--- config.mk ---
export PLATFORM = sky130hd
export DESIGN_NAME = dmem_bus_bridge
export DESIGN_NICKNAME = d
export VERILOG_FILES = /design/src/rtl/dmem_bus_bridge.sv
export SDC_FILE = /design/constraint.sdc
export NUM_CORES = 1
export LEC_CHECK = 0
export CELL_PAD_IN_SITES_DETAIL_PLACEMENT = 0
export CELL_PAD_IN_SITES_GLOBAL_PLACEMENT = 1
export CORE_ASPECT_RATIO = 0.6
export CORE_MARGIN = 5
export CORE_UTILIZATION = 33
export CTS_BUF_LIST = sky130_fd_sc_hd__clkbuf_2
export CTS_CLUSTER_SIZE = 12
export DETAILED_ROUTE_END_ITERATION = 8
export PLACE_DENSITY = 0.94
export SLEW_MARGIN = 25
export SYNTH_ARGS = -nofsm -noshare
export SYNTH_HDL_FRONTEND = slang
export SYNTH_SLANG_ARGS = --single-unit
export TNS_END_PERCENT = 5
--- constraint.sdc ---
create_clock -name clk -period 2.5 [get_ports clk]
set_input_delay 0.375 -clock clk [delete_from_list [all_inputs] [get_ports clk]]
set_output_delay 0.375 -clock clk [all_outputs]
set_load 0.01 [all_outputs]
--- src/rtl/dmem_bus_bridge.sv ---
// rtl/dmem_bus_bridge.sv - MEM-stage load/store to ready/valid word bus bridge
// Stalls the pipeline per access, returns lane-extracted, extended load data.
module dmem_bus_bridge #(
  parameter int ADDR_W  = 32,
  parameter int TIMEOUT = 255
) (
  input  logic              clk,
  input  logic              rst,
  input  logic              req_rd,
  input  logic              req_wr,
  input  logic [ADDR_W-1:0] req_addr,
  input  logic [2:0]        req_funct3,
  input  logic [31:0]       req_wdata,
  output logic [31:0]       rsp_rdata,
  output logic              stall,
  output logic              access_err,
  output logic              timeout_err,
  output logic              bus_valid,
  input  logic              bus_ready,
  output logic              bus_we,
  output logic [ADDR_W-1:0] bus_addr,
  output logic [3:0]        bus_wstrb,
  output logic [31:0]       bus_wdata,
  input  logic              bus_rvalid,
  input  logic [31:0]       bus_rdata
);

  localparam int CNT_W = $clog2(TIMEOUT + 1);

  typedef enum logic [1:0] {IDLE, REQ, RESP, DONE} state_e;

  state_e             state_q, state_d;
  logic [CNT_W-1:0]   cnt_q, cnt_d;
  logic               bus_valid_q, bus_valid_d;
  logic               bus_we_q, bus_we_d;
  logic [ADDR_W-1:0]  bus_addr_q, bus_addr_d;
  logic [3:0]         bus_wstrb_q, bus_wstrb_d;
  logic [31:0]        bus_wdata_q, bus_wdata_d;
  logic [2:0]         f3_q, f3_d;
  logic [1:0]         lane_q, lane_d;
  logic [31:0]        rsp_q, rsp_d;
  logic               terr_q, terr_d;

  logic               req_present, req_illegal, misalign, bad_f3, timed_out;
  logic [31:0]        store_wdata, load_data;
  logic [3:0]         store_wstrb;
  logic [7:0]         byte_sel;
  logic [15:0]        half_sel;

  assign req_present = req_rd | req_wr;
  assign timed_out   = (cnt_q == CNT_W'(TIMEOUT - 1));

  always_comb begin
    misalign = 1'b0;
    bad_f3   = 1'b0;
    case (req_funct3)
      3'b000, 3'b100: misalign = 1'b0;
      3'b001, 3'b101: misalign = req_addr[0];
      3'b010:         misalign = (req_addr[1:0] != 2'b00);
      default:        bad_f3   = 1'b1;
    endcase
    // Store wins over load, so an unsigned funct3 is illegal whenever req_wr is set.
    req_illegal = bad_f3 | misalign | (req_wr & req_funct3[2]);
  end

  always_comb begin
    store_wdata = req_wdata;
    store_wstrb = 4'b1111;
    case (req_funct3[1:0])
      2'b00: begin
        store_wdata = {4{req_wdata[7:0]}};
        store_wstrb = 4'b0001 << req_addr[1:0];
      end
      2'b01: begin
        store_wdata = {2{req_wdata[15:0]}};
        store_wstrb = req_addr[1] ? 4'b1100 : 4'b0011;
      end
      default: begin
        store_wdata = req_wdata;
        store_wstrb = 4'b1111;
      end
    endcase
  end

  always_comb begin
    byte_sel = bus_rdata[7:0];
    case (lane_q)
      2'd0: byte_sel = bus_rdata[7:0];
      2'd1: byte_sel = bus_rdata[15:8];
      2'd2: byte_sel = bus_rdata[23:16];
      2'd3: byte_sel = bus_rdata[31:24];
    endcase
    half_sel = lane_q[1] ? bus_rdata[31:16] : bus_rdata[15:0];
    case (f3_q[1:0])
      2'b00:   load_data = {{24{~f3_q[2] & byte_sel[7]}}, byte_sel};
      2'b01:   load_data = {{16{~f3_q[2] & half_sel[15]}}, half_sel};
      default: load_data = bus_rdata;
    endcase
  end

  always_comb begin
    state_d     = state_q;
    cnt_d       = cnt_q;
    bus_valid_d = bus_valid_q;
    bus_we_d    = bus_we_q;
    bus_addr_d  = bus_addr_q;
    bus_wstrb_d = bus_wstrb_q;
    bus_wdata_d = bus_wdata_q;
    f3_d        = f3_q;
    lane_d      = lane_q;
    rsp_d       = rsp_q;
    terr_d      = terr_q;
    stall       = 1'b0;
    access_err  = 1'b0;
    case (state_q)
      IDLE: begin
        if (req_present && req_illegal) begin
          access_err = 1'b1;
        end else if (req_present) begin
          stall       = 1'b1;
          state_d     = REQ;
          cnt_d       = '0;
          bus_valid_d = 1'b1;
          bus_we_d    = req_wr;
          bus_addr_d  = {req_addr[ADDR_W-1:2], 2'b00};
          bus_wstrb_d = req_wr ? store_wstrb : 4'b0000;
          bus_wdata_d = req_wr ? store_wdata : 32'd0;
          f3_d        = req_funct3;
          lane_d      = req_addr[1:0];
        end
      end
      REQ: begin
        stall = 1'b1;
        cnt_d = cnt_q + CNT_W'(1);
        if (bus_ready) begin
          bus_valid_d = 1'b0;
          state_d     = bus_we_q ? DONE : RESP;
        end else if (timed_out) begin
          bus_valid_d = 1'b0;
          terr_d      = 1'b1;
          rsp_d       = 32'd0;
          state_d     = DONE;
        end
      end
      RESP: begin
        stall = 1'b1;
        cnt_d = cnt_q + CNT_W'(1);
        if (bus_rvalid) begin
          rsp_d   = load_data;
          state_d = DONE;
        end else if (timed_out) begin
          terr_d  = 1'b1;
          rsp_d   = 32'd0;
          state_d = DONE;
        end
      end
      DONE: state_d = IDLE;
      default: state_d = IDLE;
    endcase
  end

  always_ff @(posedge clk) begin
    if (!rst) begin
      state_q     <= IDLE;
      cnt_q       <= '0;
      bus_valid_q <= 1'b0;
      bus_we_q    <= 1'b0;
      bus_addr_q  <= '0;
      bus_wstrb_q <= 4'b0000;
      bus_wdata_q <= 32'd0;
      f3_q        <= 3'b000;
      lane_q      <= 2'b00;
      rsp_q       <= 32'd0;
      terr_q      <= 1'b0;
    end else begin
      state_q     <= state_d;
      cnt_q       <= cnt_d;
      bus_valid_q <= bus_valid_d;
      bus_we_q    <= bus_we_d;
      bus_addr_q  <= bus_addr_d;
      bus_wstrb_q <= bus_wstrb_d;
      bus_wdata_q <= bus_wdata_d;
      f3_q        <= f3_d;
      lane_q      <= lane_d;
      rsp_q       <= rsp_d;
      terr_q      <= terr_d;
    end
  end

  assign rsp_rdata   = rsp_q;
  assign timeout_err = terr_q;
  assign bus_valid   = bus_valid_q;
  assign bus_we      = bus_we_q;
  assign bus_addr    = bus_addr_q;
  assign bus_wstrb   = bus_wstrb_q;
  assign bus_wdata   = bus_wdata_q;

endmodule

==> results of run 1 <==
## per-stage QoR
| step | utilization (%) | setup TNS [ps] | cells |
|---|---|---|---|
| after global placement | 48.1 | -2990 | 1005 |
| after floorplan | - | 0 | 611 |
| after CTS | 49.7 | 0 | 1037 |
| after detailed placement | 48.1 | -3550 | 1005 |
| final | 49.7 | 0 | 1037 |
| after global routing | 49.7 | 0 | 1037 |
## cell families (layout without fill, tap and decap cells)
family	Yosys count	after routing	synth area share (%)
buffers and inverters	73	290	5.63
muxes	40	40	9.42
adders and majority gates	8	8	1.85
DFF	116	116	42.9
and+or+nand+nor	179	179	14.3
other	1	2	0.0692
AOI/OAI and AO/OA	193	193	25.9
## cell type report
cell class	instances	area share [%]
clock buffer	17	1.06
clock inverter	15	1.96
inverter	17	0.794
multi-input combinational	422	35.1
sequential	116	29.0
tap	209	3.25
timing repair buffer	241	28.9
## repair_timing
action | CTS | global route
gates resized for setup | 9 | 3
endpoints found under the setup margin | 2 | 2
pin swaps | 0 | 0
hold endpoints to repair | 0 | 0
## worst paths after layout
kind,slack [ps],endpoint,startpoint,cells past startpoint
worst max-delay path,140,access_err,state_q[0],6
worst min-delay path,230,bus_addr[18],req_addr[18],3
worst min register to register,470,bus_addr[27],bus_addr[27],2
worst max register to register,490,rsp_rdata[14],lane_q[1],6
## flip-flops by register name, indices dropped and copies added, names as in the netlist
name	count
bus_wstrb	4
rsp_rdata	32
state_q	2
cnt_q	8
bus_we	1
bus_addr	30
bus_valid	1
f3_q	3
timeout_err	1
lane_q	2
bus_wdata	32
## where the power goes
| part | switching (mW) | leakage, nW | internal (mW) |
|---|---|---|---|
| sequential | 0.0991 | 0.942 | 2.00 |
| combinational | 0.848 | 1.79 | 0.790 |
| clock | 0.821 | 0.129 | 0.462 |
## critical path, delay by kind of cell (launching register included)
| family | cells | cell delay [ps] |
|---|---|---|
| flip-flops | 1 | 420 |
| adder cells (fa/ha/maj) | 1 | 180 |
| AO/OA/AOI/OAI | 1 | 180 |
| buffers and inverters | 3 | 530 |
| AND/OR/NAND/NOR | 1 | 40 |
## layout by cell type (no fill, tap or decap), drive strengths merged, types with 9 or more instances in the layout
cell type / count
a22oi: 16
buf: 35
clkbuf: 17
dfxtp: 116
o2bb2ai: 48
clkdlybuf4s50: 205
a221oi: 9
nand2b: 9
mux2i: 24
nor2: 24
a221o: 9
a22o: 9
a21oi: 72
inv: 19
nand2: 103
nand3: 24
## layer usage
layer	GRT usage, %	vias to the layer above	part of all wire (%)
met5	0	-	0
met4	4.45	0	0.84
met3	7.21	16	11
met2	25.8	190	41
met1	24.9	2502	48
li1	-	2634	-
==> reports/qor.txt, run 1 <==
Synth top area cells = dfxtp_1 (43%), o2bb2ai_1 (7.8%), nand2_1 (7.1%)
# IOs = 210
Die Span X = 175 microns
CP Launch Type = flip-flop
Mapped cell area = 0.00542 sq mm
Die area = 0.0192 sq mm
Slew margin rel. = 31.3%
Yosys reg bits = 116
Post-route cell area = 0.00804 sq mm
Power Density = 625 mW/mm^2
Placed cell areas = 0.00778 sq mm
Post-Place Worst Slack = -201 ps
Total Routing Usage GR = 17.9%
Fmax = 0.424 GHz
Post-synth top area share = 42.9%
CTS tree = yes
Synthesis-to-finish area growth = 48.4%
Area taken by multi-input logic gates = 0.00282 sq mm
Seq/Total Area, Yosys = 42.9%
Outcome = complete, no violations
YS warnings = 0
Final setup fails = 0
Peak VDD IR = 0.281 mV
WL/cell = 17.0 microns
Top FF cell, synth = dfxtp_1
Routed wire length = 17700 microns
Mapped Cells = 610
Critical path peak fanout = 6
Vias in the first global route = 5220
Die H = 109 microns
Final period util = 94.3%
FFs w/ async S/R, synth = 0%
Clock Skews = 29.2 ps
Hold Vio Cnt, Final = 0
Register area = 0.00233 sq mm
Fin crit period = 2360 ps
Yosys top cell by area = dfxtp_1
Worst slew pin tran = 1030 ps
Skew-Pair Late Insertion Delay = 660 ps
Most instantiated cells after synthesis = dfxtp_1 (116), nand2_1 (103), a21oi_1 (71)
# fillers = 1549
RSZ-0062 raised after global routing = no
1st-iter DRT viols = 314
CP peak stage delay = 420 ps
Gr ovfl total = 0
# DRC = 0
DP HPWL = 12700 microns
Min-delay worst type = input port to flip-flop
Leakage Power = 2.86 nW
CTS H-Tree Depth = 4
Nets@finish = 928
Ant. Diodes = 0
Via count = 5342
Port-buffer cells = 207
Share of cells above drive strength 1 = 11.4%
First-pass GRT wire length = 27600 microns
Worst EP required = 2120 ps
DR pass1 iterations = 5
Hold Buf Count CTS = 0
Root Buffer = clkbuf_2
Slew Viols, Final = 0
Initial antenna violation count = 0
Critical path arrival = 1980 ps
Cell Chain, Critical Path = inv_2, ha_4, o21ai_1, buf_4, nor2_1, dlygate4sd2_1
Clock Pin Slew Worst Setup and Hold Paths = 220 ps
Longest Clk Path Bufs = 2
Num CTS Buffers = 17
Core Box Area = 0.0162 sq mm
Rows = 36
Initial Util = 33.5%
Total power = 5.02 mW
Slowest-stage cell, CP = dfxtp_4
Placer Congestion = 0.820
Most frequent cell after synthesis = dfxtp_1
Post-CTS setup buffers = 0
Number of vias per cell = 5.15
Synth Area per Inst = 8.88 sq um
Max_cap viols = 0
Cell variety after synth = 51
CP endpoint kind = output port
Path type of the worst setup path = flip-flop to output port
Post-route setup slack = 144 ps
Clock sinks = 116
Post-synth EDFFs = 0
Largest net degree at the start of global routing = 39
Post-route ant nets = 0
Hold_ws = 228 ps
Power figures use the tool's default switching activity.
==> inputs of run 2 (changes only) <==
REMOVE_ABC_BUFFERS = 1   (was not set)
==> reports/qor.txt, run 2 (synthesis gave the netlist of run 1 again) <==
Critical path peak fanout = 3
CP Launch Type = input port
Die area = 0.0192 sq mm
Final Core Density = 49.6%
Share of power burned in registers = 42.7%
Share of cells above drive strength 1 = 11.6%
Clock Pin Slew Worst Setup and Hold Paths = 230 ps
RSZ-0062 raised after global routing = no
Total Routing Usage GR = 18.6%
Synthesis-to-finish area growth = 48.0%
Min-delay worst type = input port to flip-flop
Fmax = 0.431 GHz
Die H = 109 microns
First-pass GRT wire length = 28800 microns
Gr ovfl total = 0
Die Span X = 175 microns
CTS H-Tree Depth = 4
Initial antenna violation count = 0
Core Box Area = 0.0162 sq mm
Final period util = 92.9%
Placed Cells = 1002
Register area = 0.00233 sq mm
P_sw = 1.74 mW
Largest net degree at the start of global routing = 61
Logic gate share of total power = 33.6%
Leakage Power = 2.85 nW
Area taken by multi-input logic gates = 0.00282 sq mm
Cell Chain, Critical Path = clkdlybuf4s50_1, or4_4, buf_4, nand2_1, nor2_1, dlygate4sd2_1
# DRC = 0
CP peak stage delay = 570 ps
Internal = 3.17 mW
Worst EP required = 2120 ps
Clock Skews = 25.0 ps
Setup slack, reg-to-reg = 580 ps
Placer Congestion = 0.775
Skew-Pair Late Insertion Delay = 650 ps
1st-iter DRT viols = 554
Post-route ant nets = 0
DP HPWL = 12900 microns
Worst slew pin tran = 979 ps
Vias in the first global route = 5505
Power Density = 612 mW/mm^2
Rows = 36
# fillers = 1534
Port-buffer cells = 207
Max_cap viols = 0
Nets@finish = 926
Outcome = complete, no violations
Number of vias per cell = 5.22
Slowest-stage cell, CP = or4_4
WL/cell = 17.2 microns
Path type of the worst setup path = input port to output port
Slew margin rel. = 34.5%
Routed wire length = 17800 microns
Leading cell type in the layout, fill and taps excluded = clkdlybuf4s50_1
Via count = 5409
Fin cells = 1036
# IOs = 210
Peak VDD IR = 0.270 mV
Switching Share = 35.5%
Hold Vio Cnt, Final = 0
Critical path arrival = 1950 ps
Total power = 4.91 mW
Clock sinks = 116
Slew Viols, Final = 0
Initial Util = 33.5%
Num CTS Buffers = 17
Root Buffer = clkbuf_2
CP endpoint kind = output port
Final setup fails = 0
DR pass1 iterations = 5
Commonest cells after routing, fill and taps aside = clkdlybuf4s50_1 (205), dfxtp_1 (114), nand2_1 (103)
Clk pwr share = 23.7%
CTS tree = yes
Longest Clk Path Bufs = 2
Fin crit period = 2320 ps
-- run 2: repair_timing --
item                                    CTS  global route
hold endpoints to repair                  0             0
setup buffers                             0             1
gates resized for setup                   5             6
endpoints found under the setup margin    2             2
hold buffers                              0             0
-- run 2: critical path, delay by kind of cell --
kind,cells,cell delay [ps]
simple gates,3,680
buf+inv,3,890
-- run 2: power by group through the flow --
stage,registers (mW),clock network [mW],logic (mW)
after global placement,2.12,0,1.63
after detailed placement,2.13,0,1.64
final,2.10,1.16,1.65
after global routing,2.12,1.30,1.82
after floorplan,2.21,0,0.717
after CTS,2.09,1.22,1.64
-- run 2: worst paths after layout --
kind                               startpoint            end  depth (start not counted)
worst max-delay path              req_addr[0]     access_err                          6
worst min-delay path             req_addr[16]   bus_addr[16]                          3
worst max register to register      lane_q[1]  rsp_rdata[11]                          5
worst min register to register  bus_wdata[17]  bus_wdata[17]                          2
-- run 2: final cells by class --
class	instances	area share, %
Antenna cell	1	0.0312
Clock buffer	17	1.06
Clock inverter	15	1.68
Inverter	17	0.796
Multi-Input combinational cell	422	35.2
Sequential cell	116	29.0
Tap cell	209	3.26
Timing Repair Buffer	239	29.0
-- run 2: layer usage --
metal  part of all wire (%)  vias to the layer above  GRT usage, %
met5                      0                        -             0
met3                     10                       27          8.11
li1                       -                     2638             -
met2                     43                      203          28.1
met4                    1.9                        0          6.06
met1                     45                     2541          24.1
-- run 2: through the flow --
stage                     hold slack [ps]  area (sq um)  worst slack, ps  setup TNS, ps
after global routing                  112          8020             15.1              0
after CTS                             119          8000             8.83              0
after detailed placement              445          7780             -163          -1950
final                                 216          8020              177              0
after floorplan                       443          5180             -622         -14550
after global placement                439          7770             -160          -1120
==> inputs of run 3 (changes only) <==
HOLD_SLACK_MARGIN = 0.05   (was not set)
==> results of run 3 <==
Final layout, timing and power as in run 2 (identical DEF).
